### src/rtl/ndn_pkg.sv
// Shared NDN router core types: PIT result codes, PIT state machine and request kinds.
package ndn_pkg;

  typedef enum logic [1:0] {
    PIT_ST_NEW = 2'd0,
    PIT_ST_AGG = 2'd1,
    PIT_ST_DUP = 2'd2,
    PIT_ST_REJ = 2'd3
  } pit_status_t;

  typedef enum logic [1:0] {
    PIT_IDLE = 2'd0,
    PIT_SCAN = 2'd1,
    PIT_RESP = 2'd2
  } pit_state_t;

  typedef enum logic {
    PIT_REQ_INT  = 1'b0,
    PIT_REQ_DATA = 1'b1
  } pit_req_t;

endpackage

### src/rtl/pit_entry_timer.sv
// Per-slot lifetime down-counter; reloads on load, saturates at zero, flags expiry.
module pit_entry_timer #(
  parameter int unsigned LIFETIME = 1024
) (
  input  logic clk,
  input  logic rst,
  input  logic load,
  input  logic tick,
  output logic expired
);

  localparam int unsigned CNT_W = $clog2(LIFETIME + 1);

  logic [CNT_W-1:0] cnt_q;
  logic [CNT_W-1:0] cnt_next;

  always_comb begin
    cnt_next = cnt_q;
    if (load) begin
      cnt_next = CNT_W'(LIFETIME);
    end else if (tick && (cnt_q != '0)) begin
      cnt_next = cnt_q - CNT_W'(1);
    end
  end

  always_ff @(posedge clk) begin
    if (rst) begin
      cnt_q   <= '0;
      expired <= 1'b1;
    end else begin
      cnt_q   <= cnt_next;
      expired <= (cnt_next == '0);
    end
  end

endmodule

### src/rtl/pit_multiface_table.sv
// Multi-face Pending Interest Table: sequential slot scan for insert/aggregate/consume.
// Optional per-slot entry expiry is enabled by defining PIT_LIFETIME_EN.
module pit_multiface_table
  import ndn_pkg::*;
#(
  parameter int unsigned ENTRIES  = 16,
  parameter int unsigned PREFIX_W = 64,
  parameter int unsigned LEN_W    = 6,
  parameter int unsigned FACES    = 4,
  parameter int unsigned LIFETIME = 1024
) (
  input  logic                         clk,
  input  logic                         rst,
  input  logic                         int_valid,
  output logic                         int_ready,
  input  logic [PREFIX_W-1:0]          int_prefix,
  input  logic [LEN_W-1:0]             int_len,
  input  logic [$clog2(FACES)-1:0]     int_face,
  output logic                         int_done,
  output logic [1:0]                   int_status,
  output logic [$clog2(ENTRIES)-1:0]   int_slot,
  input  logic                         data_valid,
  output logic                         data_ready,
  input  logic [PREFIX_W-1:0]          data_prefix,
  input  logic [LEN_W-1:0]             data_len,
  output logic                         data_done,
  output logic                         data_hit,
  output logic [FACES-1:0]             data_faces,
  output logic [$clog2(ENTRIES+1)-1:0] occupancy,
  output logic                         expire_pulse
);

  localparam int unsigned FACE_W = $clog2(FACES);
  localparam int unsigned SLOT_W = $clog2(ENTRIES);
  localparam int unsigned OCC_W  = $clog2(ENTRIES + 1);

  pit_state_t state_q, state_next;

  logic [ENTRIES-1:0]  valid_q, valid_next;
  logic [PREFIX_W-1:0] prefix_q [ENTRIES];
  logic [LEN_W-1:0]    len_q    [ENTRIES];
  logic [FACES-1:0]    faces_q  [ENTRIES];

  pit_req_t            req_type_q;
  logic [PREFIX_W-1:0] req_prefix_q;
  logic [LEN_W-1:0]    req_len_q;
  logic [FACE_W-1:0]   req_face_q;

  logic [SLOT_W-1:0] scan_idx_q, hit_idx_q, free_idx_q;
  logic              hit_found_q, free_found_q;

  logic              accept, finish, last_scan, cur_hit, cur_free;
  logic              fin_hit, fin_free;
  logic [SLOT_W-1:0] fin_hit_idx, fin_free_idx;
  logic [FACES-1:0]  face_bit;
  logic              do_alloc, do_agg, do_consume, face_seen;
  logic [ENTRIES-1:0] expire_c;
  logic [OCC_W-1:0]  occ_next;

  // Slot under inspection this cycle, merged with earlier scan findings.
  assign last_scan    = (scan_idx_q == SLOT_W'(ENTRIES - 1));
  assign cur_hit      = valid_q[scan_idx_q] && (len_q[scan_idx_q] == req_len_q)
                        && (prefix_q[scan_idx_q] == req_prefix_q);
  assign cur_free     = !valid_q[scan_idx_q];
  assign fin_hit      = hit_found_q || cur_hit;
  assign fin_hit_idx  = hit_found_q ? hit_idx_q : scan_idx_q;
  assign fin_free     = free_found_q || cur_free;
  assign fin_free_idx = free_found_q ? free_idx_q : scan_idx_q;
  assign face_bit     = FACES'(1) << req_face_q;
  assign face_seen    = ((faces_q[fin_hit_idx] & face_bit) != '0);

  assign do_alloc   = finish && (req_type_q == PIT_REQ_INT) && !fin_hit && fin_free;
  assign do_agg     = finish && (req_type_q == PIT_REQ_INT) && fin_hit && !face_seen;
  assign do_consume = finish && (req_type_q == PIT_REQ_DATA) && fin_hit;

  always_ff @(posedge clk) begin
    if (rst) begin
      state_q <= PIT_IDLE;
    end else begin
      state_q <= state_next;
    end
  end

  always_comb begin
    state_next = state_q;
    accept     = 1'b0;
    finish     = 1'b0;
    unique case (state_q)
      PIT_IDLE: begin
        if (data_valid || int_valid) begin
          accept     = 1'b1;
          state_next = PIT_SCAN;
        end
      end
      PIT_SCAN: begin
        if (last_scan) begin
          finish     = 1'b1;
          state_next = PIT_RESP;
        end
      end
      PIT_RESP: state_next = PIT_IDLE;
      default:  state_next = PIT_IDLE;
    endcase
  end

`ifdef PIT_LIFETIME_EN
  logic [ENTRIES-1:0] expired;

  for (genvar i = 0; i < ENTRIES; i++) begin : g_timer
    logic load;
    assign load = (do_alloc && (fin_free_idx == SLOT_W'(i)))
                  || (do_agg && (fin_hit_idx == SLOT_W'(i)));
    pit_entry_timer #(
      .LIFETIME(LIFETIME)
    ) u_timer (
      .clk    (clk),
      .rst    (rst),
      .load   (load),
      .tick   (1'b1),
      .expired(expired[i])
    );
  end

  // Expiry only retires slots while no scan is in flight.
  assign expire_c = (state_q == PIT_IDLE) ? (valid_q & expired) : '0;
`else
  assign expire_c = '0;
`endif

  always_comb begin
    valid_next = valid_q & ~expire_c;
    if (do_alloc) begin
      valid_next[fin_free_idx] = 1'b1;
    end
    if (do_consume) begin
      valid_next[fin_hit_idx] = 1'b0;
    end
    occ_next = '0;
    for (int i = 0; i < ENTRIES; i++) begin
      occ_next = occ_next + OCC_W'(valid_next[i]);
    end
  end

  always_ff @(posedge clk) begin
    if (rst) begin
      valid_q   <= '0;
      occupancy <= '0;
    end else begin
      valid_q   <= valid_next;
      occupancy <= occ_next;
    end
  end

  // Slot payload; meaningful only where the valid bit is set.
  always_ff @(posedge clk) begin
    if (do_alloc) begin
      prefix_q[fin_free_idx] <= req_prefix_q;
      len_q[fin_free_idx]    <= req_len_q;
      faces_q[fin_free_idx]  <= face_bit;
    end
    if (do_agg) begin
      faces_q[fin_hit_idx] <= faces_q[fin_hit_idx] | face_bit;
    end
  end

  always_ff @(posedge clk) begin
    if (rst) begin
      req_type_q   <= PIT_REQ_INT;
      req_prefix_q <= '0;
      req_len_q    <= '0;
      req_face_q   <= '0;
      scan_idx_q   <= '0;
      hit_idx_q    <= '0;
      free_idx_q   <= '0;
      hit_found_q  <= 1'b0;
      free_found_q <= 1'b0;
    end else if (accept) begin
      req_type_q   <= data_valid ? PIT_REQ_DATA : PIT_REQ_INT;
      req_prefix_q <= data_valid ? data_prefix : int_prefix;
      req_len_q    <= data_valid ? data_len : int_len;
      req_face_q   <= int_face;
      scan_idx_q   <= '0;
      hit_found_q  <= 1'b0;
      free_found_q <= 1'b0;
    end else if (state_q == PIT_SCAN) begin
      scan_idx_q   <= scan_idx_q + SLOT_W'(1);
      hit_found_q  <= fin_hit;
      hit_idx_q    <= fin_hit_idx;
      free_found_q <= fin_free;
      free_idx_q   <= fin_free_idx;
    end
  end

  always_ff @(posedge clk) begin
    if (rst) begin
      int_ready    <= 1'b0;
      data_ready   <= 1'b0;
      int_done     <= 1'b0;
      int_status   <= '0;
      int_slot     <= '0;
      data_done    <= 1'b0;
      data_hit     <= 1'b0;
      data_faces   <= '0;
      expire_pulse <= 1'b0;
    end else begin
      int_ready    <= (state_next == PIT_IDLE);
      data_ready   <= (state_next == PIT_IDLE);
      int_done     <= 1'b0;
      data_done    <= 1'b0;
      expire_pulse <= (expire_c != '0);
      if (finish && (req_type_q == PIT_REQ_INT)) begin
        int_done <= 1'b1;
        if (fin_hit) begin
          int_status <= face_seen ? PIT_ST_DUP : PIT_ST_AGG;
          int_slot   <= fin_hit_idx;
        end else if (fin_free) begin
          int_status <= PIT_ST_NEW;
          int_slot   <= fin_free_idx;
        end else begin
          int_status <= PIT_ST_REJ;
          int_slot   <= '0;
        end
      end
      if (finish && (req_type_q == PIT_REQ_DATA)) begin
        data_done  <= 1'b1;
        data_hit   <= fin_hit;
        data_faces <= fin_hit ? faces_q[fin_hit_idx] : '0;
      end
    end
  end

endmodule

### config.mk
export PLATFORM = sky130hd
export DESIGN_NAME = pit_multiface_table
export DESIGN_NICKNAME = d
export VERILOG_FILES = /design/src/rtl/ndn_pkg.sv /design/src/rtl/pit_entry_timer.sv /design/src/rtl/pit_multiface_table.sv
export SDC_FILE = /design/constraint.sdc
export NUM_CORES = 1
export LEC_CHECK = 0
export CORE_MARGIN = 2
export CORE_UTILIZATION = 40
export DETAILED_ROUTE_END_ITERATION = 16
export GPL_TIMING_DRIVEN = 0
export SYNTH_ARGS = -nofsm -noshare
export SYNTH_HDL_FRONTEND = slang
export SYNTH_HIERARCHICAL = 1
export SYNTH_SLANG_ARGS = --single-unit
### constraint.sdc
create_clock -name clk -period 26.7 [get_ports clk]
set_clock_uncertainty 0.05 [all_clocks]
set_input_delay 5.34 -clock clk [delete_from_list [all_inputs] [get_ports clk]]
set_output_delay 5.34 -clock clk [all_outputs]
set_load 0.005 [all_outputs]
==> results.txt <==
status: finished with violations
failing checks: capacitance limit, slew limit
CP Data Arrival Time: 11.19 ns
Synth Instances: 3024
Antenna Violating Nets Remaining: 0
area leader, netlist: edfxtp_1
Port Buffers: 164
clk sinks: 1312
TritonCTS Buffers: 132
Via density: 6.018
Logic pwr share: 4.8%
Max VDD drop: 63.52 uV
Leakage: 20.77 nW
CP top delay family: buffers and inverters
drt drc: 0
share of the synthesized area in the top cell type: 66.56%
All-Layer GR Usage: 26.18%
post-CTS resize count: 0
Max-Cap Viols: 1
1st-iter DRT viols: 5058
Final Max Tran Viols: 11
Util after Layout: 47.84%
Crit path buffers/inverters: 15
total number of vias: 32.74k
footprint of the multi-input gates: 0.01420 sq mm
Total Die Area: 0.1365 sq mm
DP Wirelength: 128.8 mm
Max stage delay on crit path: 0.84 ns
most frequent cells in the layout: edfxtp_1, mux2i_1, buf_4
slowest stage cell, crit path: o41ai_4
Setup Viol. Count Final: 0
clock root cell: clkbuf_16
antenna violations before repair: 3
met2 wire len: 83.61 mm
die height: 369.4 microns
Post-Route Setup TNS: 0 ns
area grow syn2layout: 19.07%
H-tree depth: 4
Post-DP Area: 0.05939 sq mm
DRT Pass-1 Iters: 7
vias in the first global route: 31.57k
Final period util: 39.57%
Fin Hold WS: 0.4138 ns
commonest non-fill, non-tap cell in the layout: edfxtp_1
Critical Path RT: 27.32 ns
CTS max path bufs: 3
actual transition at the worst max-transition pin: 1.555 ns
unrepaired setup endpoints after global routing: no
worst min-delay path category: flip-flop to flip-flop
FF+latch area: 0.03812 sq mm
largest net degree at the start of global routing: 23
Clk pwr share: 41.8%
core box area: 0.1330 sq mm
CP Capture Type: flip-flop
synth top area cells: edfxtp_1, mux4_2, mux2i_1
grt total ovfl: 0
Clk Latency, worst-skew pair: 0.79 ns
CTS clk-pin slew, worst paths: 0.06 ns
Max-Slew Margin vs Limit: -3.698%
fin nets: 3723
sequential power share: 53.4%
Seq cells post-synth: 1312
Sw Ratio: 22.64%
met3 wire len: 18.71 mm
Seq/Total Area, Yosys: 71.36%
P_int: 0.003406 W
CP startpoint kind: flip-flop
post-layout instance area: 0.06360 sq mm
count of cell types in the netlist: 90
first-pass GRT wire length: 247.7 mm
IO Pins: 167
main flop type after synthesis: edfxtp_1
FFs w/ async S/R, synth: 0%
die width: 369.4 microns
power per cell area: 69.22 mW/mm^2
Final GP Congestion: 0.9235
final hold vios: 0
top sig layer: met5
Post-synth EDFFs: 1184
FP Rows: 134
final WL: 180.3 mm
fillers: 11.19k
cts-stage hold buffer count: 0
P_sw: 0.0009968 W
maximum clock rate: 94.65 MHz
Starting Density: 40.18%
Final min period: 10.57 ns
postcts setup bufs: 0
layout cells sized above 1: 22.01%
crit-path max FO: 11
YS warnings: 6
Post-Syn Area per Cell: 17.66 sq um
Post-Syn Area: 0.05341 sq mm
routed len/inst: 33.14 microns
met1 WL: 70.96 mm
TritonCTS clock tree: done
synthesized net count: 3186
Worst Path Class, Setup: flip-flop to flip-flop
worst min-delay path, cell delays in order, from the launching register on:
cell	delay, ns
dfxtp_1	0.31
nand2_1	0.05
a21oi_1	0.05
flip-flops by register name, indices dropped and copies added, names as in the netlist, 2 cells and up, named ones only:
name,count
req_face_q,2
occupancy,5
free_idx_q,4
int_slot,4
prefix_q,1024
req_prefix_q,64
scan_idx_q,4
state_q,2
hit_idx_q,4
req_len_q,6
int_status,2
valid_q,16
data_faces,4
faces_q,64
len_q,96
power groups by stage:
stage	sequential, W	combinational, W	clock (W)
final	0.00235	0.000210	0.00184
after global routing	0.00235	0.000219	0.00193
after floorplan	0.00235	0.000113	0
after global placement	0.00239	0.000206	0
after CTS	0.00235	0.000207	0.00185
after detailed placement	0.00239	0.000206	0
kinds of logic after synthesis:
| logic type | after synthesis | share of synthesized area [%] |
|---|---|---|
| flops | 1312 | 71.36 |
| simple gates | 465 | 4.137 |
| xor+xnor | 76 | 1.246 |
| other cells | 1 | 0.007021 |
| compound gates | 412 | 5.797 |
| mux | 519 | 14.71 |
| fa+ha+maj | 16 | 0.5153 |
| buf+inv | 223 | 2.232 |
cell type report:
cell class / count / area share (%)
Clock inverter: 59 / 0.9383
Timing Repair Buffer: 403 / 5.774
Multi-Input combinational cell: 1489 / 22.33
Tap cell: 1768 / 3.478
Buffer: 178 / 1.609
Clock buffer: 181 / 5.660
Inverter: 45 / 0.2656
Sequential cell: 1312 / 59.93
Antenna cell: 5 / 0.01967
final timing paths:
check	startpoint	endpoint	slack [ns]	cells after the start
worst max-delay path	flip-flop	occupancy[4]	16.13	31
worst min-delay path	data_faces[3]	data_faces[3]	0.41	2
worst max register to register	flip-flop	occupancy[4]	16.13	31
worst min register to register	data_faces[3]	data_faces[3]	0.41	2
cells in the mapped netlist, types with 22 or more instances:
cell / count
mux4_2: 195
nor3_1: 26
nor2_1: 134
dfxtp_1: 128
edfxtp_1: 1184
nand3_1: 42
xnor2_1: 54
a21oi_1: 51
nand2_1: 134
buf_4: 42
mux2_2: 46
mux2i_1: 268
inv_1: 44
a211oi_1: 89
a22oi_1: 55
nor4_1: 23
buf_2: 39
o22ai_1: 32
xor2_1: 22
clkbuf_1: 68
metal layers:
layer / vias to the layer above / GRT usage (%)
li1: 13300 / -
met1: 16990 / 35.67
met2: 2047 / 40.72
met3: 388 / 6.265
met4: 6 / 9.890
met5: - / 0.6410
metrics by stage:
stage / setup WS (ns) / power, W / cells
after floorplan: 12.80 / 0.002465 / 3024
after global placement: -2.951 / 0.002593 / 4956
after detailed placement: 16.43 / 0.002598 / 5195
after CTS: 16.38 / 0.004408 / 5435
after global routing: 15.99 / 0.004499 / 5435
final: 16.13 / 0.004403 / 5440
Power figures use the tool's default switching activity.
